**config.mk**
```make
export PLATFORM = sky130hd
export DESIGN_NAME = swap_wb_64
export DESIGN_NICKNAME = d
export VERILOG_FILES = /design/src/rtl/swap_pkg.sv /design/src/rtl/swap_pair_fifo.sv /design/src/rtl/swap_wb_64.sv
export SDC_FILE = /design/constraint.sdc
export NUM_CORES = 1
export LEC_CHECK = 0
export BUFFER_PORTS_ARGS = -buffer_cell sky130_fd_sc_hd__buf_2
export CAP_MARGIN = 20
export CORE_MARGIN = 4
export CORE_UTILIZATION = 30
export DETAILED_ROUTE_END_ITERATION = 8
export HOLD_SLACK_MARGIN = 0.03
export PLACE_DENSITY = 0.57
export SKIP_LAST_GASP = 1
export SLEW_MARGIN = 20
export SYNTH_ARGS = -nofsm -noshare
export SYNTH_HDL_FRONTEND = slang
export SYNTH_HIERARCHICAL = 1
export SYNTH_SLANG_ARGS = --single-unit
```
**constraint.sdc**
```tcl
create_clock -name clk -period 7.3 [get_ports clk]
set_clock_uncertainty 0.05 [all_clocks]
set_input_delay 1.095 -clock clk [delete_from_list [all_inputs] [get_ports clk]]
set_output_delay 1.095 -clock clk [all_outputs]
set_load 0.02 [all_outputs]
```
**src/rtl/swap_pkg.sv**
```systemverilog
// Shared types and widths for the 64-bit swap datapath.
package swap_pkg;

  localparam int unsigned DATA_W = 64;
  localparam int unsigned REG_AW = 5;

  // Writeback sequencer states
  typedef enum logic [1:0] {
    IDLE = 2'd0,
    WR1  = 2'd1,
    WR2  = 2'd2
  } state_t;

  // One aligned operand pair with both destination registers
  typedef struct packed {
    logic [DATA_W-1:0] a;
    logic [DATA_W-1:0] b;
    logic [REG_AW-1:0] ra;
    logic [REG_AW-1:0] rb;
  } pair_t;

endpackage

```
**src/rtl/swap_pair_fifo.sv**
```systemverilog
// Synchronous pair FIFO with push/pop and an occupancy count.
module swap_pair_fifo
  import swap_pkg::*;
#(
  parameter int unsigned DEPTH = 4
) (
  input  logic                         clk,
  input  logic                         rst,
  input  logic                         push,
  input  logic                         pop,
  input  pair_t                        wdata,
  output pair_t                        rdata,
  output logic                         full,
  output logic                         empty,
  output logic [$clog2(DEPTH+1)-1:0]   count
);

  localparam int unsigned PW = (DEPTH > 1) ? $clog2(DEPTH) : 1;
  localparam int unsigned CW = $clog2(DEPTH + 1);

  pair_t           mem [DEPTH];
  logic [PW-1:0]   wptr;
  logic [PW-1:0]   rptr;
  logic            do_push;
  logic            do_pop;

  assign full    = (count == CW'(DEPTH));
  assign empty   = (count == '0);
  assign do_push = push && !full;
  assign do_pop  = pop && !empty;
  assign rdata   = mem[rptr];

  // Storage write at the tail; contents need no reset
  always_ff @(posedge clk) begin
    if (do_push) mem[wptr] <= wdata;
  end

  // Pointers wrap naturally since DEPTH is a power of two
  always_ff @(posedge clk or posedge rst) begin
    if (rst) begin
      wptr  <= '0;
      rptr  <= '0;
      count <= '0;
    end else begin
      if (do_push) wptr <= wptr + PW'(1);
      if (do_pop)  rptr <= rptr + PW'(1);
      case ({do_push, do_pop})
        2'b10:   count <= count + CW'(1);
        2'b01:   count <= count - CW'(1);
        default: count <= count;
      endcase
    end
  end

endmodule

```
**src/rtl/swap_wb_64.sv**
```systemverilog
// Writeback of swapped operand pairs: ra <- b, then rb <- a, through one write port.
// AW must not exceed swap_pkg::REG_AW (addresses are stored in the pair record).
module swap_wb_64
  import swap_pkg::*;
#(
  parameter int unsigned DEPTH = 4,
  parameter int unsigned AW    = REG_AW
) (
  input  logic                        clk,
  input  logic                        rst,
  input  logic                        in_valid,
  output logic                        in_ready,
  input  logic [DATA_W-1:0]           in_a,
  input  logic [DATA_W-1:0]           in_b,
  input  logic [AW-1:0]               in_ra,
  input  logic [AW-1:0]               in_rb,
  output logic                        wr_en,
  output logic [AW-1:0]               wr_addr,
  output logic [DATA_W-1:0]           wr_data,
  output logic                        busy,
  output logic [$clog2(DEPTH+1)-1:0]  fifo_count
);

  state_t state;
  pair_t  in_pair;
  pair_t  head;
  logic   full;
  logic   empty;
  logic   pop;

  assign in_pair.a  = in_a;
  assign in_pair.b  = in_b;
  assign in_pair.ra = REG_AW'(in_ra);
  assign in_pair.rb = REG_AW'(in_rb);

  // Head is retired on the edge that leaves WR1
  assign pop      = (state == WR1);
  assign in_ready = !full;
  assign busy     = (state != IDLE) || !empty;

  swap_pair_fifo #(
    .DEPTH (DEPTH)
  ) u_fifo (
    .clk   (clk),
    .rst   (rst),
    .push  (in_valid),
    .pop   (pop),
    .wdata (in_pair),
    .rdata (head),
    .full  (full),
    .empty (empty),
    .count (fifo_count)
  );

  // Sequencer and registered write port; zero address and duplicate second write are masked
  always_ff @(posedge clk or posedge rst) begin
    if (rst) begin
      state   <= IDLE;
      wr_en   <= 1'b0;
      wr_addr <= '0;
      wr_data <= '0;
    end else begin
      case (state)
        WR1: begin
          wr_addr <= AW'(head.rb);
          wr_data <= head.a;
          wr_en   <= (head.rb != '0) && (head.rb != head.ra);
          state   <= WR2;
        end
        default: begin
          if (!empty) begin
            wr_addr <= AW'(head.ra);
            wr_data <= head.b;
            wr_en   <= (head.ra != '0);
            state   <= WR1;
          end else begin
            wr_en   <= 1'b0;
            state   <= IDLE;
          end
        end
      endcase
    end
  end

endmodule
```
==> flow_metrics.tcl, run 1 <==
set metrics [dict create \
    status "finished clean" \
    switching_power_mw 3.60 \
    multi_input_area_um2 4750 \
    worst_slack_ps 4000 \
    share_seq_of_total_power 0.443 \
    maxSlewViolCount 0 \
    clk_pin_slew_ps 60 \
    ys_types 28 \
    min_path_type "in -> async" \
    cts_resized 0 \
    antenna_left 0 \
    die_h_um 289 \
    dieArea_um2 83600 \
    worstPathRequired_ps 6150 \
    utilization 0.361 \
    grt_pass1_wl_um 77600 \
    hpwlAfterDp_um 31000 \
    finalCriticalPeriod_ps 3300 \
    grt_usage 0.126 \
    cts_buffers 67 \
    clock.fmax_ghz 0.303 \
    vias 11034 \
    critPathKind "reg -> out" \
    rsz0062_at_grt "false" \
    setup_viol 0 \
    ys_ff_latch 631 \
    relSlewSlack 0.340 \
    worstRegToRegCells 5 \
    clock-sinks 631 \
    clockBufferDepth 3 \
    cp_slowest_stage_delay_ps 780 \
    grt_pass1_vias 12022 \
    power.leakage_nw 9.58 \
    dpl_cell_area_um2 25900 \
    synth_nets 1227 \
    crit_slowest_cell "nor3_2" \
    cts_tree "built" \
    drt_iter0_markers 688 \
    post_cts_buffers 0 \
    cap_violations 0 \
    async_flop_share 0.125 \
    ys_seq_area_frac 0.783 \
    antenna_found_initial 29 \
    postCtsHoldBufs 0 \
    synth_top_area_cell "edfxtp_1" \
    switching_share 0.303 \
    dp_slack_ps 3450 \
    clockPowerShare 0.283 \
    synth_ff_type "edfxtp_1" \
    fill_cells 7229 \
    place.port_buffers 215 \
    area_growth_pct 18.6 \
    avgSynthCellArea_um2 21.9 \
    crit_arrival_ps 2150 \
    finalCritPeriodShare 0.452 \
    syn_inst 1080 \
    final_cell_mix "edfxtp_1, buf_2, mux4_2" \
    worst_slew_pin_slew_ps 990 \
    p_int_mw 8.29 \
    first_pass_iters 4 \
    clock_tree.root_cell "clkbuf_16" \
    grt_max_degree 86 \
    mostFrequentLayoutCell "edfxtp_1" \
    irDropWorstVdd_mv 0.200 \
    critPathLaunchType "flop" \
    chipWidth_um 289 \
    setup-tns-final_ps 0 \
    cp_max_fo 9 \
    dp.cells 2297 \
    drcViolationCount 0 \
    synthTopCellsByArea "edfxtp_1, mux4_2, dfrtp_1" \
    syn-cell-area_um2 23700 \
    yosys_warnings 6 \
    viasPerCell 4.54 \
    drive_above_1_share 0.349 \
    power_density_nw_per_um2 423 \
    instances_no_fill 2431 \
    critPathCaptureType "primary output" \
    nets 1473 \
    synth_edf_count 552 \
    num_io_pins 216 \
    fin_area_um2 28100 \
    avgRoutedWirePerCell_um 21.5 \
    routabilityCongestion 0.737 \
    hold_viol_final 0 \
    grt_overflow 0 \
    rows 102 \
    seq_area_um2 18600 \
    core_um2 77800 \
    crit_chain "nor3_2 > nand2_1 > buf_2" \
    htreeDepth 3 \
    clock_latency_ps 590 \
    pwr-share-comb 0.274 \
    initial_core_util 0.304 \
    drt-total-wl_um 52200 \
    synth_top_area_share 0.699 \
]
worst paths after layout:
path                            startpoint               to  slack [ps]
setup / recovery           u_fifo/count[0]             busy        4000
hold / removal                         rst  u_fifo/count[0]         440
setup reg to reg            u_fifo/rptr[0]            wr_en        4010
hold reg to reg                wr_data[15]      wr_data[15]         510
max in group asynchronous              rst      wr_data[36]        5440
min in group clk               wr_data[15]      wr_data[15]         510
synthesized netlist by cell type (4+ instances only):
library cell / number
mux2i_1: 70
inv_1: 9
mux4_2: 138
and2_1: 4
xor2_1: 5
edfxtp_1: 552
xnor2_1: 6
buf_2: 15
buf_4: 17
clkbuf_1: 8
buf_6: 13
nand2_1: 71
dfrtp_1: 79
ha_1: 5
o21ai_0: 68
nor2_1: 4
cells by family (layout without fill, tap and decap cells):
group           Yosys count  count (layout)  share of synthesized area
fa+ha+maj                 6               6                    0.00348
mux                     209             209                      0.161
buf+inv                  64             363                     0.0178
flops                   631             631                      0.783
other cells               0              12                          0
simple gates             87              87                     0.0150
xor+xnor                 11              11                    0.00407
compound gates           72              72                     0.0155
sequential cells by signal (all words and copies together), names as in the netlist:
signal,count
state,2
u_fifo/count,3
u_fifo/mem,552
u_fifo/rptr,2
u_fifo/wptr,2
wr_addr,5
wr_data,64
wr_en,1
stage by stage:
step | hold WS [ps] | power (mW)
final | 439 | 11.9
after floorplan | 484 | 7.77
after global routing | 430 | 12.6
after detailed placement | 506 | 8.73
after CTS | 402 | 12.1
after global placement | 479 | 8.67
power groups by stage:
stage               Combinational [mW]  Clock (mW)  Sequential [mW]
global route                      3.61        3.63             5.37
CTS                               3.37        3.48             5.30
finish                            3.25        3.37             5.27
global placement                  3.35           0             5.32
detailed placement                3.37           0             5.36
floorplan                         2.30           0             5.47
critical path, delay by kind of cell (launching register included):
kind / cells / cell delay [ps]
and+or+nand+nor: 2 / 900
DFF: 1 / 450
buffers and inverters: 1 / 210
per-layer routing:
metal	part of all wire	global-route usage
met5	0.0026	0
met4	0.019	0.0365
met3	0.077	0.0464
met2	0.49	0.206
met1	0.41	0.157
final cells by class:
class	instances	area share
inverter	9	0.00129
antenna	12	0.00107
sequential	631	0.660
clock inverter	33	0.0125
tap	1040	0.0463
multi-input combinational	385	0.169
timing repair buffer	232	0.0433
clock buffer	89	0.0666
Note: power is estimated with default switching activity, not from simulation.
==> run 2, diff against run 1 <==
ABC_AREA = 1   (was unset)
clock period = 3.2 ns   (was 7.3 ns; I/O delays follow)
==> flow_metrics.tcl, run 2 <==
set metrics [dict create \
    status "finished clean" \
    chipWidth_um 300 \
    clock.fmax_ghz 0.424 \
    ys_types 24 \
    async_flop_share 0.125 \
    grt_pass1_wl_um 97300 \
    num_io_pins 216 \
    dieArea_um2 89900 \
    power_density_nw_per_um2 933 \
    routabilityCongestion 0.744 \
    crit_chain "inv_1 > nand3_1 > inv_1 > nand2_1 > buf_2" \
    drt-total-wl_um 63600 \
    initial_core_util 0.304 \
    grt_overflow 0 \
    largest_register_ff_count 552 \
    core_um2 84100 \
    cp_slowest_stage_delay_ps 430 \
    drcViolationCount 0 \
    hold_viol_final 0 \
    cp_max_fo 5 \
    place.port_buffers 215 \
    clock_latency_ps 620 \
    crit_buf_inv 3 \
    power.leakage_nw 12.8 \
    p_total_mw 29.7 \
    final_cell_mix "nand2_1, edfxtp_1, inv_1" \
    hpwlAfterDp_um 36200 \
    first_pass_iters 6 \
    mostFrequentLayoutCell "nand2_1" \
    yosys-top-cells-count "nand2_1, edfxtp_1, inv_1" \
    synth_nets 2226 \
    crit_top_cell "inv_1" \
    critPathLaunchType "flop" \
    reg_top3 "u_fifo/mem x552, wr_data x64, wr_addr x5" \
    cts_buffers 72 \
    min_path_type "in -> reg" \
    antenna_found_initial 10 \
    multi_input_area_um2 5230 \
    gr-max-usage-layer "met2" \
    antenna_left 0 \
    grt_max_degree 132 \
    worst_slack_ps 841 \
    met3_usage 0.0269 \
    critPathCaptureType "primary output" \
    clock_tree.root_cell "clkbuf_16" \
    cts_resized 0 \
    yosys_warnings 6 \
    crit_slowest_cell "dfrtp_2" \
    syn_inst 2079 \
    vias 16215 \
    ys_ff_latch 631 \
    synth_top_area_share 0.649 \
    drt_iter0_markers 980 \
    worstPathRequired_ps 2670 \
    maxSlewViolCount 0 \
    regMostFlops "u_fifo/mem" \
    seq_area_um2 18600 \
    cts_tree "built" \
    grt_usage 0.140 \
    avgSynthCellArea_um2 12.3 \
    htreeDepth 3 \
    crit_arrival_ps 1830 \
    grt_pass1_vias 16601 \
    avgRoutedWirePerCell_um 17.6 \
    rsz0062_at_grt "false" \
    finalCritPeriodShare 0.737 \
    synth_ff_type "edfxtp_1" \
    clockBufferDepth 3 \
    rows 106 \
    die_h_um 300 \
    clk_pin_slew_ps 60 \
    cap_violations 0 \
    irDropWorstVdd_mv 0.492 \
    relSlewSlack 0.483 \
    synth_top_area_cell "edfxtp_1" \
    viasPerCell 4.48 \
    synthTopCellsByArea "edfxtp_1, nand2_1, o211ai_1" \
    dp_slack_ps 1050 \
    setup_viol 0 \
    fill_cells 8055 \
    syn-cell-area_um2 25600 \
    nets 2566 \
    finalCriticalPeriod_ps 2360 \
    yosysMostFrequentCell "nand2_1" \
    critPathKind "reg -> out" \
    worst_slew_pin_slew_ps 776 \
    path_delay_family "buffers and inverters" \
    synth_edf_count 552 \
    area_growth_pct 24.3 \
    drive_above_1_share 0.159 \
    grtUsageMet2 0.251 \
    clock-sinks 631 \
    ys_seq_area_frac 0.726 \
    grt_use_met1 0.168 \
]
## run 2: cell types whose count changed after synthesis, moves of 66 or more
| cell | change |
|---|---|
| nand2_1 | +564 |
| o21ai_0 | -66 |
| mux2i_1 | -70 |
| o211ai_1 | +276 |
| inv_1 | +294 |
| mux4_2 | -138 |
## run 2: cell families (layout without fill, tap and decap cells)
logic type                 after synthesis  count (layout)  share of synthesized area
other                                    0               7                          0
AOI/OAI and AO/OA                      282             282                     0.0827
buffers and inverters                  422             819                     0.0718
adders and majority gates                6               6                    0.00323
DFF                                    631             631                      0.726
xor gates and xnor gates                 2               2                   0.000685
and+or+nand+nor                        736             736                      0.116
## run 2: worst paths after layout
path / depth (start not counted) / endpoint / slack (ps) / start
max: 5 / busy / 840 / u_fifo/count[2]
min in group asynchronous: 3 / u_fifo/rptr[0] / 380 / rst
max in group asynchronous: 4 / wr_data[58] / 1890 / rst
max reg2reg: 7 / wr_data[4] / 950 / u_fifo/rptr[0]
min reg2reg: 2 / wr_data[14] / 440 / wr_data[14]
min: 3 / u_fifo/wptr[1] / 150 / in_valid
## run 2: final cells by class
class                   instances  area share
clock buffers                 101      0.0653
inverters                     309      0.0372
diodes                          7    0.000551
flip-flops and latches        631       0.584
multi-input cells            1026       0.165
well taps                    1134      0.0446
clock inverters                30      0.0135
repair buffers                379      0.0902
## run 2: power by group
part	leakage [nW]	switching [mW]	internal, mW
Clock	1.21	3.35	5.21
Combinational	5.56	6.48	2.81
Sequential	6.00	0.749	11.1
## run 2: timing repair
item,CTS,global route
hold buffers,139,0
hold endpoints to repair,595,0
setup buffers,0,0
## run 2: layer usage
layer,vias up,wire length (µm)
met2,297,32000
met5,-,13
li1,7831,-
met4,2,1760
met1,7977,27100
met3,108,2760
## run 2: metrics by stage
stage / utilization / instance area [µm²] / hold WS [ps] / setup TNS (ps) / cells
floorplan: - / 25600 / 233 / -8710 / 2079
global placement: 0.331 / 27900 / 421 / 0 / 3340
detailed placement: 0.331 / 27900 / 433 / 0 / 3340
CTS: 0.378 / 31800 / 97.8 / 0 / 3610
global route: 0.378 / 31800 / 120 / 0 / 3613
finish: 0.378 / 31800 / 147 / 0 / 3617
## run 2: tightest hold or removal path: stages
cell	delay (ps)
buf_2	140
nand3_1	90
nand2_1	50
==> run 3, diff against run 2 <==
clock period = 2.4 ns   (was 3.2 ns; I/O delays follow)
==> flow_metrics.tcl, run 3 (same netlist as run 2, synthesis figures left out) <==
set metrics [dict create \
    relSlewSlack 0.315 \
    cp_slowest_stage_delay_ps 420 \
    cp-startpoint "u_fifo/count[0]" \
    drive_above_1_share 0.159 \
    utilization 0.379 \
    fill_cells 8036 \
    grt_max_degree 75 \
    drt-total-wl_um 62400 \
    critPathCaptureType "primary output" \
    first_pass_iters 8 \
    mostFrequentLayoutCell "nand2_1" \
    vias 16253 \
    worstRegToRegCells 8 \
    clock_latency_ps 590 \
    cap_violations 0 \
    status "finished clean" \
    grt_usage 0.138 \
    regMostFlops "u_fifo/mem" \
    place.port_buffers 215 \
    r2r-end "wr_en" \
    antenna_left 0 \
    viasPerCell 4.48 \
    crit_top_cell "inv_2" \
    critPathLaunchType "flop" \
    clock-sinks 631 \
    clock.fmax_ghz 0.445 \
    nets 2579 \
    setup_viol 0 \
    clock_tree.root_cell "clkbuf_16" \
    drcViolationCount 0 \
    core_um2 84100 \
    worst_slew_pin_slew_ps 1030 \
    worstReg2RegStart "u_fifo/count[2]" \
    die_h_um 300 \
    grt_pass1_vias 16795 \
    dieArea_um2 89900 \
    initial_core_util 0.304 \
    area_growth_pct 24.6 \
    irDropWorstVdd_mv 0.791 \
    largest_register_ff_count 552 \
    hold_viol_final 0 \
    cts_tree "built" \
    reg2reg_setup_slack_ps 280 \
    hpwlAfterDp_um 36200 \
    reg_top3 "u_fifo/mem x552, wr_data x64, wr_addr x5" \
    drt_iter0_markers 943 \
    crit_path_end "busy" \
    worstPathRequired_ps 1990 \
    maxSlewViolCount 0 \
    power.leakage_nw 12.8 \
    crit_chain "inv_2 > nand3_1 > inv_2 > nand2_1 > buf_2" \
    rsz0062_at_grt "false" \
    avgRoutedWirePerCell_um 17.2 \
    critPathKind "reg -> out" \
    finalCriticalPeriod_ps 2250 \
    antenna_found_initial 9 \
    grt_overflow 0 \
    finalCritPeriodShare 0.936 \
    chipWidth_um 300 \
    clockBufferDepth 3 \
    final_cell_mix "nand2_1, edfxtp_1, inv_1" \
    htreeDepth 3 \
    num_io_pins 216 \
    grt_pass1_wl_um 96200 \
    clk_pin_slew_ps 60 \
    min_path_type "in -> async" \
    crit_arrival_ps 1840 \
    cts_buffers 72 \
    cp_max_fo 5 \
    p_total_mw 39.3 \
    routabilityCongestion 0.739 \
    post_cts_buffers 0 \
    rows 106 \
    power_density_nw_per_um2 1230 \
    crit_slowest_cell "dfrtp_2" \
]
==> run 3: changes by cell type in the layout (fill, tap and decap cells not counted), sizes merged, moves of 2 or more <==
cell and change:
buf +12, clkbuf -9, clkinv +8, clkinvlp -3, diode -2, inv +3
==> run 3: layout make-up <==
type                    count  area [µm²]  share of cell area
flip-flops and latches    631       18600               0.583
multi-input cells        1026        5230               0.164
repair buffers            392        3090              0.0971
clock buffers              92        1960              0.0616
well taps                1134        1420              0.0445
inverters                 309        1180              0.0371
clock inverters            38         393              0.0123
diodes                      5        12.5            0.000393
==> run 3: report_power, final <==
part           leakage (nW)  internal (mW)  switching [mW]
Combinational          5.66           4.08            8.80
Clock                  1.15           6.63            4.18
Sequential             6.00           14.7           0.864
==> run 3: metrics by stage <==
| stage | instances | setup TNS (ps) | hold slack (ps) | instance area [µm²] | worst slack [ps] |
|---|---|---|---|---|---|
| final | 3627 | 0 | 300 | 31800 | 155 |
| after floorplan | 2079 | -450310 | 113 | 25600 | -830 |
| after global routing | 3624 | 0 | 312 | 31800 | 50.8 |
| after CTS | 3622 | 0 | 296 | 31800 | 65.4 |
| after detailed placement | 3352 | 0 | 375 | 28100 | 221 |
| after global placement | 3352 | 0 | 372 | 28100 | 230 |
==> run 3: critical path, delay by kind of cell (launching register included) <==
| kind | cells | cell delay, ps |
|---|---|---|
| and+or+nand+nor | 2 | 360 |
| DFF | 1 | 420 |
| buffers and inverters | 3 | 470 |
==> run 3: worst min path at each step <==
stage                     slack, ps  from        endpoint
after CTS                       300   rst  u_fifo/rptr[1]
after global routing            310   rst     wr_data[24]
after global placement          370   rst  u_fifo/wptr[1]
after detailed placement        380   rst  u_fifo/wptr[1]
final                           300   rst     wr_data[24]
after floorplan                 110   rst  u_fifo/rptr[0]
==> run 3: per-layer routing <==
layer | GRT usage | routed length (µm) | vias to the layer above | share of wire
met3 | 0.0255 | 2730 | 93 | 0.044
li1 | - | - | 7855 | -
met4 | 0.0453 | 1570 | 2 | 0.025
met5 | 0 | 13 | - | 0.00021
met2 | 0.248 | 31400 | 346 | 0.50
met1 | 0.168 | 26700 | 7957 | 0.43
==> run 3: timing repair <==
action | 4_1_cts | 5_1_grt
hold buffers | 140 | 0
endpoints found under the hold margin | 572 | 0
endpoints found under the setup margin | 0 | 1
gates resized for setup | 0 | 1
